$ cat src/rtl/ipacket_fifo.sv
// Instruction buffer between IF and ID: DEPTH-entry {inst, pc} FIFO with pre-decoded head fields.
// Optional zero-latency bypass when empty is enabled by defining IPACKET_FIFO_BYPASS_EN.
module ipacket_fifo #(
  parameter int unsigned DEPTH  = 4,
  parameter int unsigned WIDTH  = 16,
  parameter int unsigned PC_INC = 2
) (
  input  logic                     clk,
  input  logic                     rst,
  input  logic                     flush,
  input  logic                     in_valid,
  output logic                     in_ready,
  input  logic [WIDTH-1:0]         in_inst,
  input  logic [WIDTH-1:0]         in_pc,
  output logic                     out_valid,
  input  logic                     out_ready,
  output logic [WIDTH-1:0]         out_inst,
  output logic [WIDTH-1:0]         out_pc_next,
  output logic [3:0]               out_opcode,
  output logic [2:0]               out_dr,
  output logic [2:0]               out_sr1,
  output logic [2:0]               out_sr2,
  output logic                     out_writes_reg,
  output logic                     out_is_mem,
  output logic                     out_is_ctrl,
  output logic [$clog2(DEPTH):0]   count
);

  localparam int unsigned PtrW = $clog2(DEPTH);
  localparam int unsigned CntW = PtrW + 1;

  localparam logic [3:0] OpBr  = 4'd0;
  localparam logic [3:0] OpAdd = 4'd1;
  localparam logic [3:0] OpLdb = 4'd2;
  localparam logic [3:0] OpStb = 4'd3;
  localparam logic [3:0] OpJsr = 4'd4;
  localparam logic [3:0] OpAnd = 4'd5;
  localparam logic [3:0] OpLdr = 4'd6;
  localparam logic [3:0] OpStr = 4'd7;
  localparam logic [3:0] OpRti = 4'd8;
  localparam logic [3:0] OpNot = 4'd9;
  localparam logic [3:0] OpLdi = 4'd10;
  localparam logic [3:0] OpSti = 4'd11;
  localparam logic [3:0] OpJmp = 4'd12;
  localparam logic [3:0] OpShf = 4'd13;
  localparam logic [3:0] OpLea = 4'd14;
  localparam logic [3:0] OpTrap = 4'd15;

  logic [WIDTH-1:0] inst_mem [DEPTH];
  logic [WIDTH-1:0] pc_mem   [DEPTH];

  logic [PtrW-1:0] rd_ptr_q, rd_ptr_d;
  logic [PtrW-1:0] wr_ptr_q, wr_ptr_d;
  logic [CntW-1:0] count_q, count_d;

  logic full, empty, bypass, push, pop;
  logic [WIDTH-1:0] head_inst, head_pc;

  assign full  = (count_q == CntW'(DEPTH));
  assign empty = (count_q == '0);

`ifdef IPACKET_FIFO_BYPASS_EN
  assign bypass = empty && in_valid && !flush;
`else
  assign bypass = 1'b0;
`endif

  // A bypassed word taken by ID the same cycle never enters storage.
  assign push = in_valid && !full && !flush && !(bypass && out_ready);
  assign pop  = !empty && out_ready && !flush;

  always_comb begin
    rd_ptr_d = rd_ptr_q;
    wr_ptr_d = wr_ptr_q;
    count_d  = count_q;
    if (flush) begin
      rd_ptr_d = '0;
      wr_ptr_d = '0;
      count_d  = '0;
    end else begin
      if (push) wr_ptr_d = wr_ptr_q + PtrW'(1);
      if (pop)  rd_ptr_d = rd_ptr_q + PtrW'(1);
      case ({push, pop})
        2'b10:   count_d = count_q + CntW'(1);
        2'b01:   count_d = count_q - CntW'(1);
        default: count_d = count_q;
      endcase
    end
  end

  always_ff @(posedge clk) begin
    if (rst) begin
      rd_ptr_q <= '0;
      wr_ptr_q <= '0;
      count_q  <= '0;
    end else begin
      rd_ptr_q <= rd_ptr_d;
      wr_ptr_q <= wr_ptr_d;
      count_q  <= count_d;
    end
  end

  always_ff @(posedge clk) begin
    if (push && !rst) begin
      inst_mem[wr_ptr_q] <= in_inst;
      pc_mem[wr_ptr_q]   <= in_pc;
    end
  end

  assign head_inst = bypass ? in_inst : inst_mem[rd_ptr_q];
  assign head_pc   = bypass ? in_pc   : pc_mem[rd_ptr_q];

  assign in_ready    = !full;
  assign out_valid   = !empty || bypass;
  assign out_inst    = head_inst;
  assign out_pc_next = head_pc + WIDTH'(PC_INC);
  assign out_opcode  = head_inst[15:12];
  assign out_sr1     = head_inst[8:6];
  assign count       = count_q;

  always_comb begin
    out_dr         = head_inst[11:9];
    out_sr2        = head_inst[2:0];
    out_writes_reg = 1'b0;
    out_is_mem     = 1'b0;
    out_is_ctrl    = 1'b0;
    case (out_opcode)
      OpJsr, OpTrap:       out_dr = 3'b111;
      default:             out_dr = head_inst[11:9];
    endcase
    case (out_opcode)
      OpStb, OpSti, OpStr: out_sr2 = head_inst[11:9];
      default:             out_sr2 = head_inst[2:0];
    endcase
    case (out_opcode)
      OpAdd, OpAnd, OpNot, OpShf, OpLea, OpLdb, OpLdi, OpLdr, OpJsr, OpTrap:
        out_writes_reg = 1'b1;
      default: out_writes_reg = 1'b0;
    endcase
    case (out_opcode)
      OpLdb, OpLdi, OpLdr, OpStb, OpSti, OpStr, OpTrap: out_is_mem = 1'b1;
      default: out_is_mem = 1'b0;
    endcase
    case (out_opcode)
      OpBr, OpJmp, OpJsr, OpTrap, OpRti: out_is_ctrl = 1'b1;
      default: out_is_ctrl = 1'b0;
    endcase
  end

endmodule

$ cat config.mk
export PLATFORM = sky130hd
export DESIGN_NAME = ipacket_fifo
export DESIGN_NICKNAME = d
export VERILOG_FILES = /design/src/rtl/ipacket_fifo.sv
export SDC_FILE = /design/constraint.sdc
export NUM_CORES = 1
export LEC_CHECK = 0
export CAP_MARGIN = 40
export CORE_ASPECT_RATIO = 0.7
export CORE_MARGIN = 1
export CORE_UTILIZATION = 47
export CTS_BUF_LIST = sky130_fd_sc_hd__clkbuf_8
export CTS_CLUSTER_DIAMETER = 80
export DETAILED_ROUTE_END_ITERATION = 10
export PLACE_DENSITY = 0.71
export SETUP_SLACK_MARGIN = 0.5
export SLEW_MARGIN = 20
export SYNTH_ARGS = -nofsm -noshare
export SYNTH_HDL_FRONTEND = slang
export SYNTH_SLANG_ARGS = --single-unit
$ cat constraint.sdc
create_clock -name clk -period 6.2 [get_ports clk]
set_clock_uncertainty 0.2 [all_clocks]
set_input_delay 1.24 -clock clk [delete_from_list [all_inputs] [get_ports clk]]
set_output_delay 1.24 -clock clk [all_outputs]
set_load 0.1 [all_outputs]
* Word-level counts from Yosys, hierarchy flattened
Memories as Yosys holds them, arrays and structs flattened. A register that Yosys moved wholly into a read port is not among the register bits.
Cells that the tools add are included.
W data, S select, Z words.
** Cells by class
- Div/mod/pow operators :: 0
- Equal/unequal tests :: 13
- Multiplexer cells :: 11
- Order comparisons :: 0
- $mul :: 0
- Shifts and indexed selects :: 0
- Bitwise logic cells :: 0
- $add $sub $neg :: 5
- Reductions and logical operators :: 17
** Operators with widths (number)
- $eq A4 B4 Y1 const B :: 5
- $add A16 B2 Y16 const B :: 1
- $eq A4 B3 Y1 const B :: 3
- $eq A4 B2 Y1 const B :: 2
- $mux W2 :: 4
- $reduce_or A7 Y1 :: 1
- $mux W3 :: 2
- $pmux W3 S2 :: 1
- $logic_and A1 B1 Y1 :: 5
- $reduce_or A5 Y1 :: 1
- $add A2 B1 Y2 const B :: 2
- $logic_not A1 Y1 :: 4
- $logic_not A4 Y1 :: 1
- $mux W1 :: 4
- $reduce_or A2 Y1 :: 2
- $add A3 B1 Y3 const B :: 1
- $eq A3 B3 Y1 const B :: 1
- $logic_not A3 Y1 :: 1
- $reduce_or A3 Y1 :: 1
- $sub A3 B1 Y3 const B :: 1
- $eq A2 B1 Y1 const B :: 1
- $eq A2 B2 Y1 const B :: 1
- $reduce_bool A2 Y1 :: 1
** Storage, ports and cells
- Memory bits (read-only) :: 16
- Output and inout bits :: 53
- Bits in registers :: 7
- Bits in writable memories :: 128
- Logic and storage cells :: 52
- Bits in latches :: 0
- Memories :: 3
** Memories
- inst_mem :: depth 4, width 16, rd ports 1, clocked after Yosys merged registers in 1, wr ports 1, RTL line 49 : logic [WIDTH-1:0] inst_mem [DEPTH];
- pc_mem :: depth 4, width 16, rd ports 1, clocked after Yosys merged registers in 1, wr ports 1, RTL line 50 : logic [WIDTH-1:0] pc_mem [DEPTH];
- (name not given) :: depth 16, width 1, rd ports 1, clocked after Yosys merged registers in 0, wr ports 0, RTL line 135 : case (out_opcode)

* Longest topological paths before layout
Gate-level depths: netlist (run 1).
- Word-level depth :: 7
- Gate-level depth with buffers :: 10
- Depth with buffers taken out :: 9

* Worst setup path before layout (run 1)
OpenSTA, ideal clock, no wires.
- Kind :: register to output
- Start :: register (tool-made name)
- End :: output out_dr[1]
- Path slack :: 1.624 ns
- Stages on the path, launching flop included :: 11
- Data arrival time :: 3.136 ns
- Path buffers :: 4
- Data required time :: 4.760 ns
- Cells stage by stage :: dfxtp_1 buf_6 buf_12 buf_8 buf_2 mux4_2 inv_1 ha_1 mux2i_1 nor2b_1 or2_1
** RTL lines
- to (decl) :: RTL line 20 : output logic [2:0] out_dr,

==> out/qor_table.md, run 1 <==
| Parameter | Reported | Unit |
|:---|:---|:---|
| Fin crit period | 4.66 | ns |
| Post-CTS Repair Setup Buffers | 0 | - |
| Filler-free cell count of the finished design | 590 | - |
| Ports | 90 | - |
| Post_cts resized | 0 | - |
| Clk root buf | clkbuf_8 | - |
| Power per cell area | 248 | mW/mm^2 |
| Mean routed wirelength per cell | 18.3 | microns |
| Number of synthesized register bits | 137 | - |
| Initial cell density of the core | 48.2 | % |
| Sequential cell area fraction in the yosys report | 71.2 | % |
| Count of cells along the worst register-to-register path | 9 | - |
| Chip width | 133 | microns |
| Detailed-route via count | 3,086 | - |
| Vertical die dimension | 93.8 | microns |
| Global-route wire length before repair | 16.8 | mm |
| Final weighted congestion of routability-driven global placement | 0.713 | - |
| Post-synthesis cell area | 0.00565 | sq mm |
| Number of standard cells after synthesis | 283 | - |
| Total gr overflow | 0 | - |
| Unrepaired setup endpoints after global routing | false | - |
| Final period util | 75.1 | % |
| Kind of critical path | register to output pin | - |
| Source of the worst register-to-register timing path | count[2]$_SDFFE_PP0P_ | - |
| Portion of total power attributed to the clock network | 34.8 | % |
| Endpoint of the worst-slack reg-to-reg timing path | count[2]$_SDFFE_PP0P_ | - |
| Power consumption | 1.89 | mW |
| Num rows | 33 | - |
| Tot GR Track Use | 19.0 | % |
| Worst hold path cell count | 2 | - |
| Worst-case setup slack after placement | 1.96 | ns |
| Antenna violations before repair | 0 | - |
| Placed standard-cell area | 0.00727 | sq mm |
| Power spent charging and discharging nets | 449 | uW |
| Area Growth Syn to Fin | 34.9 | % |
| VDD IR max | 0.130 | mV |
| Cell leakage power | 2.63 | nW |
| Clk pin slew, worst setup/hold paths | 0.07 | ns |
| Fmax | 0.215 | GHz |
| Max Cap Viol | 0 | - |
| Post-synth cell types | 37 | - |
| Total inserted antenna cells | 0 | - |
| Crit path max fanout | 23 | - |
| Type of origin of the critical path | register | - |
| Area enclosed by the die boundary | 0.0125 | sq mm |
| Required time at the worst-slack endpoint | 4.76 | ns |
| H-tree level count | 4 | - |
| Synthesized netlist net count | 331 | - |
| Remaining antenna violation count after routing | 0 | - |
| Final number of hold-violating endpoints | 0 | - |
| Count of buffers from port buffering | 89 | - |
| Hold Crit Class | register to register | - |
| Sink of the worst hold path | wr_ptr_q[1]$_SDFFE_PP0P_ | - |
| Std-Cell Core Area | 0.0117 | sq mm |
| Number of clock sinks | 137 | - |
| CP endpoint kind | output pin | - |
| R2R setup slack | 3.54 | ns |
| HPWL Detailed | 7.52 | mm |
| Worst Min Path Start | wr_ptr_q[1]$_SDFFE_PP0P_ | - |
| Number of detailed-routing iterations run before antenna repair | 5 | - |
| Mean cell area of the mapped netlist | 20.0 | sq um |
| Clock latency of the later-clocked register in the worst-skew pair | 0.42 | ns |
| Average vias per placed instance | 5.23 | - |
| Result of the run | finished, final reports clean | - |
| Number of warnings printed during yosys synthesis | 0 | - |
| Number of global-route vias before repair | 3,178 | - |
| Critical path arrival | 3.22 | ns |
| Setup TNS after final layout | 0 | ns |
| Number of placed instances, taps included | 560 | - |
| Count of hold buffers inserted by post-cts repair | 0 | - |
| Pint | 1.44 | mW |
| Final Slew Violations | 0 | - |
| Final design utilization | 65.0 | % |
| Switching Fraction | 23.8 | % |
| Clock buffers created by TritonCTS | 17 | - |
| Relative contribution of combinational cells to total power | 11.1 | % |
| # nets final | 470 | - |
| Post-route DRC violation count | 0 | - |
| Share of layout cells above drive strength 1 | 31.2 | % |
| Slew of the pin with the lowest slew margin | 0.466 | ns |
| Worst-case headroom to the max-slew limit | 68.9 | % |
| Post-detailed-routing wire length | 10.8 | mm |
| Final instance area | 0.00762 | sq mm |
| Reg power frac | 54.2 | % |
| Number of buffers between clock root and the deepest sink | 2 | - |
| Final setup slack of the worst path | 1.54 | ns |
| Final setup violation count | 0 | - |
| Maximum number of pins on one net before global-route repair | 28 | - |
| Hold_ws | 0.301 | ns |
| TritonCTS clock tree | built | - |
| Iteration-0 DRC Markers | 153 | - |
layer usage:
layer,vias up,GRT usage (%),part of all wire (%)
li1,1393,-,-
met1,1592,24.7,45
met2,88,29.5,47
met3,13,6.85,6.0
met4,0,6.99,1.4
met5,-,0,0
worst max-delay path by stage:
stage,from,end,slack (ns),cells after the start
2_1_floorplan,register,out_dr[1],1.62,10
3_3_place_gp,register,out_pc_next[10],1.66,6
3_5_place_dp,register,out_writes_reg,1.96,8
4_1_cts,register,out_writes_reg,1.48,8
5_1_grt,register,out_writes_reg,1.37,8
6_report,register,out_writes_reg,1.54,8
registers in the layout, indices dropped and copies added, names as in the netlist, named ones only:
name / count
pc_mem: 64
wr_ptr_q: 2
count: 3
inst_mem: 64
rd_ptr_q: 2
worst max-delay path: stages (launching register included):
cell and delay [ns]:
dfxtp_1 0.61, buf_4 0.41, mux4_2 0.43, inv_1 0.12, ha_1 0.20, mux2i_1 0.10, mux2_2 0.27, clkdlybuf4s50_1 0.45
buf_8 0.18
power groups by stage:
stage | clock, mW | combinational, mW | sequential, mW
finish | 0.656 | 0.209 | 1.02
floorplan | 0 | 0.119 | 1.05
CTS | 0.668 | 0.211 | 1.02
global placement | 0 | 0.177 | 1.04
detailed placement | 0 | 0.210 | 1.04
global route | 0.710 | 0.218 | 1.02
cell families (layout without fill, tap and decap cells):
group | count (synthesis) | count (layout) | synth area share (%)
DFF | 137 | 137 | 71.2
and+or+nand+nor | 47 | 47 | 5.58
muxes | 38 | 38 | 14.3
buffers and inverters | 26 | 176 | 2.94
xor gates and xnor gates | 18 | 18 | 2.79
adders and majority gates | 11 | 11 | 2.57
AOI/OAI and AO/OA | 6 | 6 | 0.642
layout make-up:
class                           instances  area [sq um]
Clock inverter                         13           115
Sequential cell                       137          4030
Inverter                               11          41.3
Multi-Input combinational cell        120          1470
Clock buffer                           17           234
Fill cell                             825          4100
Timing Repair Buffer                  135          1540
Tap cell                              157           196
synthesized netlist by cell type:
library cell  instances  area, sq um
ha_1                 10          125
or2_2                 2         12.5
edfxtp_1            128         3840
dfxtp_1               9          180
nor3b_1               1         7.51
buf_6                 1         11.3
inv_1                11         41.3
xnor2_1               7         61.3
buf_8                 1         15.0
mux2_2                4         45.0
a31o_2                1         8.76
nor4_2                4         50.1
nand3_1               3         15.0
mux4_2               26          586
or3b_2                1         8.76
or2_1                 3         18.8
and2_1                5         31.3
nand2_1               6         22.5
nor2b_1               1         6.26
mux4_1                6          158
nor3_1                2         10.0
buf_4                 8         60.1
o21ai_0               1         5.00
buf_2                 3         15.0
fa_1                  1         20.0
nand3_4               2         35.0
buf_12                1         20.0
xor2_1               11         96.3
clkbuf_1              1         3.75
nor2_1               11         41.3
and4b_1               1         10.0
mux2i_1               2         20.0
and3b_1               1         8.76
a21o_1                1         7.51
or3_1                 2         12.5
a21oi_1               3         15.0
nand4_2               2         25.0
placed cells by master (no fill, tap or decap), drive strengths merged:
| master | instances |
|---|---|
| edfxtp | 128 |
| clkdlybuf4s50 | 75 |
| buf | 60 |
| mux4 | 32 |
| clkbuf | 17 |
| inv | 13 |
| xor2 | 11 |
| nor2 | 11 |
| ha | 10 |
| dfxtp | 9 |
| clkinv | 8 |
| xnor2 | 7 |
| nand2 | 6 |
| and2 | 5 |
| or2 | 5 |
| nand3 | 5 |
| nor4 | 4 |
| mux2 | 4 |
| a21oi | 3 |
| or3 | 2 |
| mux2i | 2 |
| nand4 | 2 |
| nor3 | 2 |
| bufinv | 2 |
| and3b | 1 |
| nor2b | 1 |
| nor3b | 1 |
| or3b | 1 |
| a31o | 1 |
| a21o | 1 |
| and4b | 1 |
| o21ai | 1 |
| fa | 1 |
| clkinvlp | 1 |
No activity file was read; power rests on OpenSTA's default activity.
==> run 2: changes to the inputs <==
--- a/config.mk
+++ b/config.mk
@@ -12,7 +12,7 @@
 export CTS_BUF_LIST = sky130_fd_sc_hd__clkbuf_8
 export CTS_CLUSTER_DIAMETER = 80
 export DETAILED_ROUTE_END_ITERATION = 10
-export PLACE_DENSITY = 0.71
+export PLACE_DENSITY = 0.74
 export SETUP_SLACK_MARGIN = 0.5
 export SLEW_MARGIN = 20
 export SYNTH_ARGS = -nofsm -noshare
==> constraint.sdc (replaced) <==
create_clock -name clk -period 3.8 [get_ports clk]
set_clock_uncertainty 0.2 [all_clocks]
set_input_delay 0.76 -clock clk [delete_from_list [all_inputs] [get_ports clk]]
set_output_delay 0.76 -clock clk [all_outputs]
set_load 0.1 [all_outputs]
==> out/qor_table.md, run 2 (synthesis results as in run 1) <==
| Parameter | Reported | Unit |
|:---|:---|:---|
| Fin crit period | 3.46 | ns |
| Initial cell density of the core | 48.2 | % |
| HPWL Detailed | 7.39 | mm |
| Number of detailed-routing iterations run before antenna repair | 4 | - |
| Global-route wire length before repair | 18.2 | mm |
| Unrepaired setup endpoints after global routing | true | - |
| Hold Crit Class | register to register | - |
| Remaining antenna violation count after routing | 0 | - |
| H-tree level count | 4 | - |
| Area Growth Syn to Fin | 47.1 | % |
| Final instance area | 0.00832 | sq mm |
| Endpoint of the worst setup timing path | out_pc_next[15] | - |
| Endpoint of the worst-slack reg-to-reg timing path | count[2]$_SDFFE_PP0P_ | - |
| Setup TNS after final layout | 0 | ns |
| Post-detailed-routing wire length | 11.8 | mm |
| Chip width | 133 | microns |
| Source of the worst register-to-register timing path | count[2]$_SDFFE_PP0P_ | - |
| Final setup violation count | 0 | - |
| Final design utilization | 70.9 | % |
| Count of buffers from port buffering | 89 | - |
| Iteration-0 DRC Markers | 194 | - |
| Antenna violations before repair | 0 | - |
| Worst-case setup slack after placement | 0.277 | ns |
| Area enclosed by the die boundary | 0.0125 | sq mm |
| Top library cells by usage in the layout, fill and taps aside | edfxtp_1, buf_12, clkdlybuf4s50_1, mux4_2, buf_4 | - |
| R2R setup slack | 1.19 | ns |
| Power per cell area | 398 | mW/mm^2 |
| Kind of critical path | register to output pin | - |
| Final number of hold-violating endpoints | 0 | - |
| Maximum number of pins on one net before global-route repair | 33 | - |
| Final weighted congestion of routability-driven global placement | 0.683 | - |
| Share of layout cells above drive strength 1 | 48.2 | % |
| Clk pin slew, worst setup/hold paths | 0.07 | ns |
| Worst-case headroom to the max-slew limit | 61.5 | % |
| Slew of the pin with the lowest slew margin | 0.577 | ns |
| Type of origin of the critical path | register | - |
| Std-Cell Core Area | 0.0117 | sq mm |
| Clock latency of the later-clocked register in the worst-skew pair | 0.44 | ns |
| Required time at the worst-slack endpoint | 2.84 | ns |
| Clk root buf | clkbuf_8 | - |
| Tot GR Track Use | 20.6 | % |
| Mean routed wirelength per cell | 19.8 | microns |
| Most common library cell in the layout ignoring fill and taps | edfxtp_1 | - |
| Total inserted antenna cells | 0 | - |
| Crit path max fanout | 7 | - |
| Final period util | 91.1 | % |
| CP endpoint kind | output pin | - |
| Number of global-route vias before repair | 3,325 | - |
| Number of placed instances, taps included | 528 | - |
| Final Slew Violations | 0 | - |
| Post-route DRC violation count | 0 | - |
| Cell leakage power | 2.91 | nW |
| # nets final | 471 | - |
| Filler-free cell count of the finished design | 593 | - |
| Number of buffers between clock root and the deepest sink | 2 | - |
| Ports | 90 | - |
| Average vias per placed instance | 5.27 | - |
| Detailed-route via count | 3,124 | - |
| Max Cap Viol | 0 | - |
| TritonCTS clock tree | built | - |
| Number of clock sinks | 137 | - |
| Clock buffers created by TritonCTS | 17 | - |
| Placed standard-cell area | 0.00749 | sq mm |
| Count of cells along the worst register-to-register path | 9 | - |
| Total gr overflow | 0 | - |
| Final setup slack of the worst path | 0.338 | ns |
| Critical path arrival | 2.50 | ns |
| Fmax | 0.289 | GHz |
| VDD IR max | 0.415 | mV |
| Num rows | 33 | - |
| Vertical die dimension | 93.8 | microns |
| Result of the run | finished, final reports clean | - |
run 2: cell types whose count changed in the layout (fill, tap and decap cells not counted), sizes merged:
cell           delta
clkdlybuf4s50    -34
bufinv            +2
buf              +35
clkinv            -2
clkinvlp          +2
run 2: worst max-delay path: stages (launching register included):
cell and delay [ns]:
dfxtp_4 0.39, mux4_2 0.43, ha_2 0.28, nand3_4 0.16
buf_12 0.17, nor4_4 0.25, xor2_4 0.19, buf_12 0.19
run 2: power breakdown:
group	leakage (nW)	internal (mW)	switching, mW
combinational	1.47	0.152	0.230
sequential	1.23	1.66	0.00508
clock	0.209	0.704	0.555
total	2.91	2.52	0.791
run 2: metrics by stage:
stage / hold WS, ns / power (mW)
after floorplan: 0.269 / 1.91
after global placement: 0.283 / 2.05
after detailed placement: 0.299 / 2.07
after CTS: 0.309 / 3.33
after global routing: 0.323 / 3.41
final: 0.308 / 3.31
run 2: worst min path at each step:
stage                                   startpoint                        to  cells past startpoint
final                     wr_ptr_q[1]$_SDFFE_PP0P_  wr_ptr_q[1]$_SDFFE_PP0P_                      2
after global routing      wr_ptr_q[1]$_SDFFE_PP0P_  wr_ptr_q[1]$_SDFFE_PP0P_                      2
after CTS                 wr_ptr_q[1]$_SDFFE_PP0P_  wr_ptr_q[1]$_SDFFE_PP0P_                      2
after detailed placement  wr_ptr_q[1]$_SDFFE_PP0P_  wr_ptr_q[1]$_SDFFE_PP0P_                      2
after global placement       count[2]$_SDFFE_PP0P_     count[2]$_SDFFE_PP0P_                      2
after floorplan           wr_ptr_q[1]$_SDFFE_PP0P_  wr_ptr_q[1]$_SDFFE_PP0P_                      2
run 2: layout make-up:
type | count | area, sq um
flip-flops and latches | 137 | 4030
fillers | 709 | 3410
repair buffers | 136 | 1850
multi-input cells | 120 | 1770
clock buffers | 17 | 234
well taps | 157 | 196
clock inverters | 15 | 185
inverters | 11 | 41.3
run 2: what timing repair did:
action	CTS	global route
resized for setup	32	7
buffers inserted	23	10
pin swaps	14	4
setup endpoints to repair	22	22
cloned	0	0
hold buffers	0	0
endpoints found under the hold margin	0	0
run 2: layer usage:
layer  share of wire (%)  track usage [%]
met2                  52             35.1
met1                  42             25.9
met5                   0                0
met4                0.79             5.17
met3                 4.7             6.36
